$ cat src/rtl/period_meter.sv
// Measures the period of an asynchronous pulse train in clk cycles, with
// saturation at 255, an abandon-after-silence timeout and a synchronous enable.
module period_meter #(
    parameter logic [13:0] TIMEOUT_CYCLES = 14'd9999
) (
    input  logic       clk,
    input  logic       clr,
    input  logic       en,
    input  logic       sig_in,
    output logic [7:0] Q,
    output logic       valid,
    output logic       ovf,
    output logic       timeout,
    output logic       busy
);

    typedef enum logic {
        IDLE    = 1'b0,
        MEASURE = 1'b1
    } state_t;

    logic        s1_q, s2_q, s3_q;
    logic        rise_s;
    state_t      state_q, state_d;
    logic [7:0]  cnt_q, cnt_d;
    logic [13:0] tcnt_q, tcnt_d;
    logic        sat_q, sat_d;
    logic [7:0]  q_q, q_d;
    logic        valid_q, valid_d;
    logic        ovf_q, ovf_d;
    logic        timeout_q, timeout_d;
    logic        busy_q, busy_d;

    // s3 keeps the previous synchronised level so a rise is seen exactly once
    assign rise_s = s2_q & ~s3_q;

    // Synchroniser and edge history; runs independently of en
    always_ff @(posedge clk or negedge clr) begin
        if (!clr) begin
            s1_q <= 1'b0;
            s2_q <= 1'b0;
            s3_q <= 1'b0;
        end else begin
            s1_q <= sig_in;
            s2_q <= s1_q;
            s3_q <= s2_q;
        end
    end

    // Measurement state and output registers
    always_ff @(posedge clk or negedge clr) begin
        if (!clr) begin
            state_q   <= IDLE;
            cnt_q     <= 8'd0;
            tcnt_q    <= 14'd0;
            sat_q     <= 1'b0;
            q_q       <= 8'd0;
            valid_q   <= 1'b0;
            ovf_q     <= 1'b0;
            timeout_q <= 1'b0;
            busy_q    <= 1'b0;
        end else begin
            state_q   <= state_d;
            cnt_q     <= cnt_d;
            tcnt_q    <= tcnt_d;
            sat_q     <= sat_d;
            q_q       <= q_d;
            valid_q   <= valid_d;
            ovf_q     <= ovf_d;
            timeout_q <= timeout_d;
            busy_q    <= busy_d;
        end
    end

    // Next-state and next-output logic
    always_comb begin
        state_d   = state_q;
        cnt_d     = cnt_q;
        tcnt_d    = tcnt_q;
        sat_d     = sat_q;
        q_d       = q_q;
        valid_d   = 1'b0;
        ovf_d     = ovf_q;
        timeout_d = timeout_q;

        if (!en) begin
            state_d = IDLE;
            cnt_d   = 8'd0;
            tcnt_d  = 14'd0;
            sat_d   = 1'b0;
        end else begin
            case (state_q)
                IDLE: begin
                    cnt_d  = 8'd0;
                    tcnt_d = 14'd0;
                    sat_d  = 1'b0;
                    if (rise_s) begin
                        state_d   = MEASURE;
                        cnt_d     = 8'd1;
                        timeout_d = 1'b0;
                    end else begin
                        state_d = IDLE;
                    end
                end
                MEASURE: begin
                    // A rise in the expiry cycle is checked first so it wins
                    if (rise_s) begin
                        q_d     = cnt_q;
                        ovf_d   = sat_q;
                        valid_d = 1'b1;
                        cnt_d   = 8'd1;
                        tcnt_d  = 14'd0;
                        sat_d   = 1'b0;
                    end else if (tcnt_q == TIMEOUT_CYCLES) begin
                        state_d   = IDLE;
                        timeout_d = 1'b1;
                        cnt_d     = 8'd0;
                        tcnt_d    = 14'd0;
                        sat_d     = 1'b0;
                    end else begin
                        if (cnt_q == 8'd255) begin
                            sat_d = 1'b1;
                        end else begin
                            cnt_d = cnt_q + 8'd1;
                        end
                        tcnt_d = tcnt_q + 14'd1;
                    end
                end
                default: begin
                    state_d = IDLE;
                    cnt_d   = 8'd0;
                    tcnt_d  = 14'd0;
                    sat_d   = 1'b0;
                end
            endcase
        end

        busy_d = (state_d == MEASURE);
    end

    assign Q       = q_q;
    assign valid   = valid_q;
    assign ovf     = ovf_q;
    assign timeout = timeout_q;
    assign busy    = busy_q;

endmodule

$ cat config.mk
export PLATFORM = sky130hd
export DESIGN_NAME = period_meter
export DESIGN_NICKNAME = d
export VERILOG_FILES = /design/src/rtl/period_meter.sv
export SDC_FILE = /design/constraint.sdc
export NUM_CORES = 1
export LEC_CHECK = 0
export CAP_MARGIN = 20
export CORE_MARGIN = 2
export CORE_UTILIZATION = 35
export DETAILED_ROUTE_END_ITERATION = 16
export SETUP_SLACK_MARGIN = 0.2
export SKIP_LAST_GASP = 1
export SYNTH_ARGS = -nofsm -noshare
export SYNTH_HDL_FRONTEND = slang
export SYNTH_SLANG_ARGS = --single-unit
$ cat constraint.sdc
create_clock -name clk -period 4.4 [get_ports clk]
set_clock_uncertainty 0.2 [all_clocks]
set_input_delay 0.66 -clock clk [delete_from_list [all_inputs] [get_ports clk]]
set_output_delay 0.66 -clock clk [all_outputs]
set_load 0.05 [all_outputs]
==> run_results.csv <==
group,metric,value,unit
cts,root_buffer,"clkbuf_8",
logic_synthesis,syn-cell-area,0.00167,mm2
critical_path,crit_slowest_cell,"or4b_4",
min_path,worst_hold_path_type,"flip-flop to flip-flop",
critical_path,path_buf_inv,1,
critical_path,worstPathRequired,4.37,ns
detailed_routing,routedWlPerCell,13.8,um
cts,cts_sinks,38,
placed_design,portBuffers,15,
sta,tns,0,ns
final_layout,fin_nets,174,
power_and_ir_drop,switchingPower,0.000151,W
critical_path,crit_family,"simple AND/OR/NAND/NOR gates",
logic_synthesis,synth-seq-cells,38,
logic_synthesis,synth_seq_area_share,0.571,
sta,holdWs,0.163,ns
final_layout,fill_cells,444,
power_and_ir_drop,p_clk_frac,0.423,
detailed_routing,drt.antenna.violating_nets,0,
global_routing,grt_pass1_wl,5490,um
sta,setup_viol,0,
logic_synthesis,synth_cells,149,
sta,rsz0062_at_grt,"false",
critical_path,cp_slowest_stage_delay,0.55,ns
cts,cts_hold_buf,0,
run,maxCapViolCount,0,
floorplanning,fp.dieH,73.0,um
final_layout,diodes,0,
power_and_ir_drop,leakagePower,0.832,nW
final_layout,fin_util,0.421,
critical_path,r2r_slack,2.03,ns
placed_design,place_congestion,0.852,
final_layout,register_area,951,um2
power_and_ir_drop,p_int,0.000533,W
floorplanning,ios,16,
detailed_routing,vias,1140,
status,status,"completed",
detailed_routing,drc,0,
power_and_ir_drop,power,0.000684,W
placed_design,dp.cells,214,
floorplanning,die_w,73.0,um
global_routing,grt_antenna_before_repair,0,
logic_synthesis,ys_warn_count,0,
sta,fin_crit_sh,0.538,
cts,cts_buffers,5,
power_and_ir_drop,pwr-share-seq,0.523,
floorplanning,coreArea,0.00466,mm2
global_routing,grt_max_degree,39,
floorplanning,start_util,0.357,
detailed_routing,drt_iter0_markers,81,
final_layout,final_cells,223,
sta,hold_viol_final,0,
power_and_ir_drop,power_density,348,mW/mm2
final_layout,layout_common_cells,"38 x dfrtp_1, 24 x nor2_1, 14 x clkdlybuf4s50_1",
critical_path,setup.worst_path.class,"flip-flop to flip-flop",
final_layout,area_growth,18.0,%
critical_path,cp-end-kind,"flip-flop",
cts,cts_tree,"done",
critical_path,worstPathArrival,2.34,ns
detailed_routing,firstDrtPassIters,4,
power_and_ir_drop,max-vdd-ir-drop,0.198,mV
logic_synthesis,syn_nets,155,
sta,max_freq,422,MHz
logic_synthesis,yosysUniqueCellTypes,32,
critical_path,worstSetupStartpointType,"flip-flop",
cts,cts-resized-gates,0,
sta,worst_pin_slew,0.838,ns
cts,cts_setup_buffers,0,
floorplanning,row_count,25,
detailed_routing,wirelength,3080,um
final_layout,multi_input_comb_area,662,um2
placed_design,dp_hpwl,2050,um
logic_synthesis,avgSynthCellArea,11.2,um2
floorplanning,die_area,0.00533,mm2
global_routing,grt_overflow,0,
detailed_routing,vias_per_cell,5.11,
sta,fin_crit,2.37,ns
critical_path,cp_max_fo,18,
global_routing,grt.total_usage,0.136,
cts,htreeDepth,2,
sta,relSlewSlack,0.441,
power_and_ir_drop,p_comb_frac,0.053,
global_routing,grt_pass1_vias,1209,
final_layout,drive_gt1_frac,0.124,
power_and_ir_drop,sw_frac_of_total,0.221,
critical_path,crit_chain,"or4b_4, o41ai_2, or2_0, buf_6, nor3_1",
cts,cts.path.max_buffers,2,
final_layout,final_common_cell,"dfrtp_1",
sta,finalMaxSlewViolations,0,
cts,clk_pin_slew_worst_paths,0.07,ns
cts,clock_latency,0.29,ns
layer usage:
metal | track usage | wire [um]
met2 | 0.206 | 1450
met3 | 0.0470 | 148
met1 | 0.174 | 1440
met5 | 0 | 0
met4 | 0.0617 | 51
synthesized netlist by cell type, drive strengths merged:
cell / count / area (um2)
o21ai: 2 / 10.0
nor4: 2 / 12.5
a21oi: 3 / 15.0
and3: 1 / 6.26
o41ai: 1 / 16.3
and2: 2 / 12.5
buf: 3 / 30.0
nand4: 5 / 31.3
clkbuf: 1 / 3.75
or3: 1 / 6.26
or4b: 1 / 13.8
or2: 1 / 6.26
nand2: 10 / 37.5
xnor2: 11 / 96.3
mux2: 9 / 101
nand2b: 1 / 6.26
mux2i: 3 / 30.0
a31oi: 1 / 6.26
nor2: 24 / 90.1
dfrtp: 38 / 951
nand4b: 1 / 8.76
a211oi: 1 / 7.51
inv: 5 / 18.8
nand3: 5 / 25.0
xor2: 3 / 26.3
nor2b: 2 / 12.5
ha: 2 / 25.0
o31ai: 1 / 7.51
and4: 1 / 8.76
nor3: 7 / 35.0
or4: 1 / 7.51
kinds of logic after synthesis:
| logic type | synth area share |
|---|---|
| buffers and inverters | 0.0316 |
| multiplexers | 0.0789 |
| flip-flops | 0.571 |
| adder cells (fa/ha/maj) | 0.0150 |
| XOR/XNOR | 0.0736 |
| AO/OA/AOI/OAI | 0.0376 |
| AND/OR/NAND/NOR | 0.192 |
worst paths after layout:
kind / startpoint / endpoint / cells after the start
min in group asynchronous: clr / tcnt_q[9] / 1
max in group asynchronous: clr / tcnt_q[6] / 1
max: tcnt_q[7] / cnt_q[4] / 5
min reg2reg: s1_q / s2_q / 0
max reg2reg: tcnt_q[7] / cnt_q[4] / 5
min: s1_q / s2_q / 0
power by group through the flow:
stage               clock (W)  sequential [W]  combinational (W)
floorplan                   0        0.000374          0.0000111
CTS                  0.000301        0.000358          0.0000366
global route         0.000319        0.000359          0.0000402
finish               0.000290        0.000358          0.0000365
global placement            0        0.000365          0.0000355
detailed placement          0        0.000365          0.0000364
state kept, by name, indices dropped and copies added (netlist names):
register and count:
s2_q 1, timeout 1, ovf 1, s3_q 1, busy 1, tcnt_q 14
cnt_q 8, s1_q 1, sat_q 1, valid 1, Q 8
per-stage QoR:
step / instance area, um2 / setup slack [ns]
floorplan: 1670 / 2.37
finish: 1960 / 2.03
global route: 1960 / 1.94
CTS: 1950 / 1.52
global placement: 1840 / 1.60
detailed placement: 1840 / 1.51
cell type report:
class	instances	area share
clock inverter	3	0.0204
sequential	38	0.484
tap	54	0.0344
inverter	5	0.00955
multi-input combinational	102	0.337
clock buffer	5	0.0350
timing repair buffer	16	0.0796
No activity file was read; power rests on OpenSTA's default activity.
==> patch (same settings) <==
`q_q` no longer has a reset.
--- a/src/rtl/period_meter.sv
+++ b/src/rtl/period_meter.sv
@@ -55,5 +55,4 @@
             tcnt_q    <= 14'd0;
             sat_q     <= 1'b0;
-            q_q       <= 8'd0;
             valid_q   <= 1'b0;
             ovf_q     <= 1'b0;
@@ -65,5 +64,4 @@
             tcnt_q    <= tcnt_d;
             sat_q     <= sat_d;
-            q_q       <= q_d;
             valid_q   <= valid_d;
             ovf_q     <= ovf_d;
@@ -71,4 +69,8 @@
             busy_q    <= busy_d;
         end
+    end
+
+    always_ff @(posedge clk) begin
+        q_q <= q_d;
     end
 
Check against the original RTL: not equivalent (a bounded check fails within 10 cycles, from zero or initial values; the reset may be asserted at any time).
==> patch against the unedited design <==
Combinational power shrank 30%; non-clock buffer count is the same; wire length shrank 10%; setup slack lost 59 ps; sequential power grew 2%; global-route usage shrank 1.4 points; sequential cell count is the same; critical path type is now reg -> out; design area shrank 1.2%; register-to-register slack gained 140 ps; clock power shrank 3%; total power shrank 1.9%; area after synthesis shrank 1.4%; highest routed layer unchanged.
==> patch: results (changes against the unedited design) <==
| Metric | Value |
|---|---|
| Status | `finished clean` |
| Post-synth EDFFs | `8 (+8)` |
| Clk slew on worst S/H paths | `70 ps (about the same)` |
| Max Freq | `0.4122 GHz (-2.4%)` |
| Ant diodes | `0 (unchanged)` |
| Hold Path Depth | `0 (unchanged)` |
| Synth Net Count | `148 (-4.5%)` |
| Placed cells | `207 (-3.3%)` |
| Largest net degree at the start of global routing | `31 (-21%)` |
| Top_reg_cell synth | `dfrtp_1` |
| CP max stage delay | `840 ps (+290 ps)` |
| Seq/Total Area, Yosys | `0.6032 (+0.03220)` |
| Synth area leaders | `dfrtp_1, edfxtp_1, nor2_1` |
| Syn. warnings | `0 (unchanged)` |
| Crit-path slowest cell | `clkdlybuf4s50_1` |
| Cell variety after synth | `29 (-9.4%)` |
| Worst Path Arrival | `1570 ps (-770 ps)` |
| IO Port Bufs | `15 (unchanged)` |
| Internal power component | `535.3 uW (+0.42%)` |
| Post-placement setup slack | `2011 ps (+505.6 ps)` |
| Post-synth top cells | `dfrtp_1, nor2_1, xor2_1` |
| RePlAce Congestion | `0.8137 (-4.5%)` |
| Final nets | `168 (-3.4%)` |
| TritonRoute pass-1 iters | `4 (unchanged)` |
| Peak supply drop | `0.2108 mV (+6.2%)` |
| Largest register by flop count | `tcnt_q` |
| All-layer global routing usage | `0.1213 (-0.01424)` |
| Leakage | `0.0007642 uW (-8.2%)` |
| R2r worst-path depth | `4 (-1)` |
| First-pass GRT wire length | `4767 um (-13%)` |
| FFs w/ async S/R, synth | `0.7895 (-0.2105)` |
| Aggregate routed wire length | `2766 um (-10%)` |
| Cts repair resizes | `0 (unchanged)` |
| Mapped Cells | `142 (-4.7%)` |
| Worst min path class | `reg -> reg` |
| Worst-Margin Slew | `494.2 ps (-343.9 ps)` |
| Clk buf depth | `2 (unchanged)` |
| Worst-Skew Late Latency | `290 ps (about the same)` |
| Critical Path Fanout Max | `6 (-12)` |
| Finished Layout Cells | `214 (-4.0%)` |
| DP HPWL | `1882 um (-8.3%)` |
| Share of cells above drive strength 1 | `0.06790 (-0.05636)` |
| Post-CTS Setup Bufs | `0 (unchanged)` |
| CTS H-Tree Depth | `2 (unchanged)` |
| Via Count | `1058 (-7.2%)` |
| Antenna violations before repair | `0 (unchanged)` |
| Crit path max-delay family | `buffers and inverters` |
| # fillers | `424 (-4.5%)` |
| Initial drt markers | `105 (+30%)` |
| CTS Buf Count | `5 (unchanged)` |
| Number of flip-flops in the largest register | `14 (unchanged)` |
| Root Buffer Master | `clkbuf_8` |
==> patch: cell types whose count changed in the layout (fill, tap and decap cells not counted), sizes merged, moves of 4 or more <==
cell | unedited run | this run
dfrtp | 38 | 30
edfxtp | 0 | 8
mux2 | 9 | 1
xor2 | 3 | 9
xnor2 | 11 | 6
nand2 | 10 | 6
nor3 | 7 | 3
==> patch: final cells by class <==
class,count,share of cell area
clock buffers,5,0.03546
clock inverters,2,0.01741
inverters,3,0.005803
multi-input cells,98,0.3159
flip-flops and latches,38,0.5106
well taps,52,0.03353
repair buffers,16,0.08124
==> patch: logic make-up (layout without fill, tap and decap cells) <==
family / count (synthesis) / after routing / synth area share
compound gates: 9 / 9 / 0.04113
fa+ha+maj: 2 / 2 / 0.01523
simple gates: 68 / 68 / 0.2117
flops: 38 / 38 / 0.6032
mux: 4 / 4 / 0.02513
xor+xnor: 15 / 15 / 0.07997
buf+inv: 6 / 26 / 0.02361
==> patch: metrics by stage <==
step                      cell area [sq um]  utilization  total power [uW]
after global routing                   1941       0.4367             703.7
after CTS                              1941       0.4367             682.3
after global placement                 1838       0.4136             398.5
after detailed placement               1838       0.4136             399.3
final                                  1941       0.4367             671.5
after floorplan                        1643            -             386.0
==> patch: path summary, 6_finish.rpt <==
check / start / end / slack [ps]
max: busy / busy / 1970
min: s1_q / s2_q / 150
max reg2reg: tcnt_q[6] / cnt_q[6] / 2170
min reg2reg: s1_q / s2_q / 150
max in group asynchronous: clr / tcnt_q[7] / 3170
min in group asynchronous: clr / tcnt_q[0] / 550
==> patch: per-layer routing <==
metal	global-route usage	up-vias	share of wire
li1	-	529	-
met1	0.1457	509	0.46
met2	0.1937	15	0.49
met3	0.03750	5	0.030
met4	0.06790	0	0.019
met5	0	-	0
==> patch: power groups by stage <==
stage	clock network, uW	registers, uW	logic, uW
2_1_floorplan	0	377	8.80
3_3_place_gp	0	373	25.7
3_5_place_dp	0	373	26.3
4_1_cts	290	366	26.3
5_1_grt	309	366	28.3
6_report	280	366	25.7
